`config.mk`:
```
export PLATFORM = sky130hd
export DESIGN_NAME = qif_neuron_scheduler
export DESIGN_NICKNAME = d
export VERILOG_FILES = /design/src/rtl/qif_neuron_scheduler_pkg.sv /design/src/rtl/qif_neuron_scheduler_update.sv /design/src/rtl/qif_neuron_scheduler.sv
export SDC_FILE = /design/constraint.sdc
export NUM_CORES = 1
export LEC_CHECK = 0
export CORE_UTILIZATION = 40
export CTS_BUF_LIST = sky130_fd_sc_hd__clkbuf_8
export CTS_CLUSTER_DIAMETER = 100
export DETAILED_ROUTE_END_ITERATION = 8
export GPL_TIMING_DRIVEN = 1
export SLEW_MARGIN = 5
export SYNTH_ARGS = -nofsm -noshare
export SYNTH_HDL_FRONTEND = slang
export SYNTH_SLANG_ARGS = --single-unit
export TNS_END_PERCENT = 1
```
`constraint.sdc`:
```
create_clock -name clk -period 6.77 [get_ports clk]
set_input_delay 1.354 -clock clk [delete_from_list [all_inputs] [get_ports clk]]
set_output_delay 1.354 -clock clk [all_outputs]
set_load 0.005 [all_outputs]
```
`src/rtl/qif_neuron_scheduler_pkg.sv`:
```
// Shared constants, FSM state type and output saturation for the QIF neuron scheduler.
package qif_pkg;

  localparam int DATA_W       = 8;
  localparam int ACC_W        = 26;
  localparam int VPEAK_DEF    = 50;
  localparam int VRESET_DEF   = -20;
  localparam int A_DEF        = 32;
  localparam int SQ_SHIFT_DEF = 4;

  typedef enum logic [1:0] {
    S_IDLE,
    S_LOAD,
    S_UPDATE,
    S_EMIT
  } state_t;

  localparam logic signed [ACC_W-1:0] SAT_HI = ACC_W'(127);
  localparam logic signed [ACC_W-1:0] SAT_LO = ACC_W'(-128);

  function automatic logic signed [DATA_W-1:0] sat8(input logic signed [ACC_W-1:0] x);
    if (x > SAT_HI)
      return DATA_W'(127);
    else if (x < SAT_LO)
      return DATA_W'(-128);
    else
      return x[DATA_W-1:0];
  endfunction

endpackage

```
`src/rtl/qif_neuron_scheduler_update.sv`:
```
// Combinational QIF membrane update f(v,b) and spike-threshold compare for one lane.
module qif_update
  import qif_pkg::*;
#(
  parameter int A        = A_DEF,
  parameter int SQ_SHIFT = SQ_SHIFT_DEF,
  parameter int VPEAK    = VPEAK_DEF
) (
  input  logic [DATA_W-1:0] v,
  input  logic [DATA_W-1:0] b,
  output logic [DATA_W-1:0] v_next,
  output logic              spike
);

  localparam logic signed [ACC_W-1:0]  GAIN = ACC_W'(A % 256);
  localparam logic signed [DATA_W-1:0] PEAK = DATA_W'(VPEAK);

  logic signed [DATA_W-1:0] vs;
  logic signed [DATA_W-1:0] bs;
  logic signed [15:0]       v16;
  logic signed [15:0]       sq;
  logic signed [17:0]       s;
  logic signed [ACC_W-1:0]  p;

  assign vs = v;
  assign bs = b;

  // Widths are chosen so no intermediate can wrap for any 8-bit v, b and gain.
  always_comb begin
    v16    = 16'(vs);
    sq     = (v16 * v16) >>> SQ_SHIFT;
    s      = 18'(vs) + 18'(sq) + 18'(bs);
    p      = (ACC_W'(s) * GAIN) >>> 7;
    v_next = sat8(p);
    spike  = (vs >= PEAK);
  end

endmodule

```
`src/rtl/qif_neuron_scheduler.sv`:
```
// Time-multiplexed sweep controller sharing one QIF update lane across N neurons,
// with spike events handed to the router through a valid/ready port.
module qif_neuron_scheduler
  import qif_pkg::*;
#(
  parameter int N        = 4,
  parameter int IDXW     = 2,
  parameter int A        = A_DEF,
  parameter int SQ_SHIFT = SQ_SHIFT_DEF,
  parameter int VPEAK    = VPEAK_DEF,
  parameter int VRESET   = VRESET_DEF
) (
  input  logic              clk,
  input  logic              rst_n,
  input  logic              tick,
  input  logic              cfg_we,
  input  logic [IDXW-1:0]   cfg_addr,
  input  logic [DATA_W-1:0] cfg_b,
  input  logic [IDXW-1:0]   rd_addr,
  output logic [DATA_W-1:0] rd_v,
  output logic              spk_valid,
  input  logic              spk_ready,
  output logic [IDXW-1:0]   spk_idx,
  output logic              busy,
  output logic              sweep_done,
  output logic              overrun
);

  localparam logic signed [DATA_W-1:0] VRST = DATA_W'(VRESET);
  localparam logic [IDXW-1:0]          LAST = IDXW'(N - 1);

  state_t                   state;
  state_t                   state_nx;
  logic [IDXW-1:0]          idx;
  logic signed [DATA_W-1:0] v_mem [N];
  logic signed [DATA_W-1:0] b_mem [N];
  logic signed [DATA_W-1:0] v_p0;
  logic signed [DATA_W-1:0] b_p0;
  logic [DATA_W-1:0]        v_upd;
  logic                     spike;
  logic                     last;
  logic                     start;
  logic                     advance;

  qif_update #(
    .A        (A),
    .SQ_SHIFT (SQ_SHIFT),
    .VPEAK    (VPEAK)
  ) u_update (
    .v      (v_p0),
    .b      (b_p0),
    .v_next (v_upd),
    .spike  (spike)
  );

  assign last    = (idx == LAST);
  // The sweep_done cycle still counts as busy for tick acceptance.
  assign start   = (state == S_IDLE) && tick && !sweep_done;
  assign advance = ((state == S_UPDATE) && !spike) || ((state == S_EMIT) && spk_ready);
  assign spk_idx = idx;
  assign rd_v    = v_mem[rd_addr];

  always_ff @(posedge clk or posedge rst_n) begin
    if (rst_n)
      state <= S_IDLE;
    else
      state <= state_nx;
  end

  always_comb begin
    state_nx = state;
    case (state)
      S_IDLE:   if (start) state_nx = S_LOAD;
      S_LOAD:   state_nx = S_UPDATE;
      S_UPDATE: begin
        if (spike)
          state_nx = S_EMIT;
        else
          state_nx = last ? S_IDLE : S_LOAD;
      end
      S_EMIT:   if (spk_ready) state_nx = last ? S_IDLE : S_LOAD;
      default:  state_nx = S_IDLE;
    endcase
  end

  always_comb begin
    spk_valid = (state == S_EMIT);
    busy      = (state != S_IDLE);
  end

  always_ff @(posedge clk or posedge rst_n) begin
    if (rst_n) begin
      idx        <= '0;
      sweep_done <= 1'b0;
      overrun    <= 1'b0;
      for (int i = 0; i < N; i++) begin
        v_mem[i] <= VRST;
        b_mem[i] <= '0;
      end
    end else begin
      sweep_done <= advance && last;
      if (tick && (busy || sweep_done))
        overrun <= 1'b1;
      if (advance)
        idx <= last ? '0 : idx + 1'b1;
      if (state == S_UPDATE)
        v_mem[idx] <= spike ? VRST : v_upd;
      if (cfg_we)
        b_mem[cfg_addr] <= cfg_b;
    end
  end

  // Stage p0: operands captured in LOAD, consumed by the update lane in UPDATE.
  always_ff @(posedge clk) begin
    if (state == S_LOAD) begin
      v_p0 <= v_mem[idx];
      b_p0 <= b_mem[idx];
    end
  end

endmodule

```
==> reports/results.ini <==
[routing]
drtIter0Drc = 184
wl_per_cell_um = 16.5
drt-total-wl_um = 15200
first_pass_iters = 4
drcViolationCount = 0
via_count = 4791
ant_nets = 0
avgViaCountPerCell = 5.20

[timing]
holdWs_ps = 471
max_slew_margin_pct = 54.6
fin_setup_tns_ps = 0
fmax_ghz = 0.153
fin_crit_sh_pct = 96.8
min_period_ps = 6560
worst_pin_slew_ps = 679
hold_violations = 0
drv_slew = 0
clock-skew-final_ps = 9.45
setup_violations = 0

[setup_path]
critical_path.slowest_cell = fa_1
slowest_delay_ps = 610
cp-end-kind = flop
critPathTopFamily = adder cells
criticalPathCategory = flop to flop
path_buf_inv = 7
start_kind = flop
cp.required_ps = 7040
worst_path_most_repeated_cell = fa_1
cp_max_fo = 7
cp_data_arrival_time_ps = 6820

[die]
num_io_pins = 31
placementRows = 47
die_area_sq_um = 17800
core_area_sq_um = 16700
start_util_pct = 41.4
fp.dieH_um = 133
die_w_um = 133

[cells_and_area]
multi_input_area_sq_um = 4590
layout_commonest_cell = inv_1
fillers = 1460
fin_area_sq_um = 8480
diodes = 0
final_core_util_pct = 50.8
final_nets = 811
drive_gt1_share_pct = 33.3
layout_common_cells = inv_1 (77), nand2_1 (52), fa_1 (50), dfrtp_1 (50), buf_4 (45)
areaGrowthSynthToFinish_pct = 22.7
area.sequential_sq_um = 2260

[clock_network]
clockBufferDepth = 2
htree_levels = 3
clk_pin_slew_ps = 90
clock_latency_ps = 360
clock_sinks = 86
cts_tree = built
cts_buffers = 9
cts-root-buf = clkbuf_8

[placement]
gp_congestion = 0.870
detailed_place_hpwl_um = 11500
io_buffers = 30
placed_cell_area_sq_um = 7630

[synthesis]
yosysWarnings = 0
ys.flop_type = dfrtp_1
synth_edf_count = 16
avgSynthCellArea_sq_um = 11.1
yosysSeqAreaShare_pct = 32.7
synthesis.area_sq_um = 6910
syn_inst = 620
synth_nets = 734
synth_seq_cells = 86
synth_cell_type_count = 63
async_reset_ff_share_pct = 81.4

[global_routing]
grt_first_pass_wirelength_um = 25800
antenna_found_initial = 0
gr-total-overflow = 0
first_global_vias = 5130
grt_max_degree = 38
grt_use_total_pct = 18.6

[min_path]
min_path_type = flop to flop

[job]
drv_cap = 0

[run_status]
status = completed

[final timing paths]
| kind | from | to | slack, ps | cells after the start |
|---|---|---|---|---|
| worst max-delay path | v_p0[7]$_DFFE_PN_ | v_mem[11]$_DFFE_PP1P_ | 210 | 29 |
| worst min-delay path | overrun$_DFFE_PP0P_ | overrun$_DFFE_PP0P_ | 470 | 1 |
| worst max register to register | v_p0[7]$_DFFE_PN_ | v_mem[11]$_DFFE_PP1P_ | 210 | 29 |
| worst min register to register | overrun$_DFFE_PP0P_ | overrun$_DFFE_PP0P_ | 470 | 1 |
| max in group asynchronous | rst_n | v_mem[18]$_DFFE_PP1P_ | 4400 | 3 |
| min in group asynchronous | rst_n | b_mem[0]$_DFFE_PP0P_ | 1410 | 2 |
[layout make-up]
cell class	instances	area share (%)
Clock inverter	6	1.56
Tap cell	220	3.25
Multi-Input combinational cell	427	54.1
Sequential cell	86	26.6
Inverter	89	4.03
Timing Repair Buffer	84	8.82
Clock buffer	10	1.62
[layer usage]
layer | up-vias | track usage (%) | routed length [um]
met5 | - | 0 | 0
li1 | 2261 | - | -
met3 | 24 | 1.60 | 325
met4 | 0 | 6.50 | 338
met1 | 2424 | 24.5 | 6830
met2 | 82 | 32.0 | 7750
[cells in the mapped netlist, types with 2 or more instances]
cell | number | share of area (%)
inv_1 | 88 | 4.8
nand2_1 | 56 | 3.0
fa_1 | 52 | 15
dfrtp_1 | 50 | 18
ha_1 | 45 | 8.1
mux2_2 | 33 | 5.4
nor2_1 | 28 | 1.5
o21ai_1 | 26 | 1.9
xnor2_1 | 25 | 3.2
mux4_2 | 24 | 7.8
a21oi_1 | 21 | 1.5
dfstp_2 | 20 | 7.6
and2_1 | 17 | 1.5
edfxtp_1 | 16 | 7.0
o21ai_0 | 15 | 1.1
clkbuf_1 | 11 | 0.60
nor2b_1 | 6 | 0.54
a21o_1 | 5 | 0.54
nand2b_1 | 5 | 0.45
nand3_1 | 5 | 0.36
nor3_1 | 5 | 0.36
xor2_1 | 5 | 0.63
a21oi_2 | 4 | 0.51
a31oi_4 | 4 | 1.2
a31o_2 | 3 | 0.38
a31oi_1 | 3 | 0.27
and3_1 | 3 | 0.27
buf_1 | 3 | 0.16
a41o_1 | 2 | 0.29
buf_2 | 2 | 0.14
nand3b_1 | 2 | 0.22
nand4_1 | 2 | 0.18
o21a_1 | 2 | 0.22
o21ai_2 | 2 | 0.25
o21bai_1 | 2 | 0.22
[worst register-to-register path, delay by kind of cell (launching register included)]
kind            cells  cell delay, ps
compound gates      9            1450
simple gates        4             720
flops               1             560
xor+xnor            2             220
fa+ha+maj           7            2860
buf+inv             7             660
[cells by family (layout without fill, tap and decap cells)]
logic type,Yosys count,count (layout),share of synthesized area (%)
adders and majority gates,97,97,23.2
xor gates and xnor gates,31,31,4.04
and+or+nand+nor,136,136,9.40
DFF,86,86,32.7
buffers and inverters,107,189,6.01
AOI/OAI and AO/OA,106,106,11.5
muxes,57,57,13.2
[per-stage QoR]
step	std cells	setup slack, ps
global placement	882	-75.1
global route	922	-25.2
finish	922	214
CTS	910	-3.17
detailed placement	882	-198
floorplan	620	89.6
[registers in the layout, indices dropped and copies added (netlist names)]
signal,count
overrun,1
spk_idx,2
state,2
sweep_done,1
v_p0,8
b_mem,32
b_p0,8
v_mem,32
[repair_timing]
action / in CTS / in global routing
setup buffers: 12 / 12
hold endpoints to repair: 0 / 0
hold buffers: 0 / 0
pin swaps: 14 / 50
setup endpoints to repair: 28 / 28
resized for setup: 21 / 65
Power is left out: the tool's default activity adds up to more than one toggle a clock period on the data nets, which glitch-free logic cannot reach.
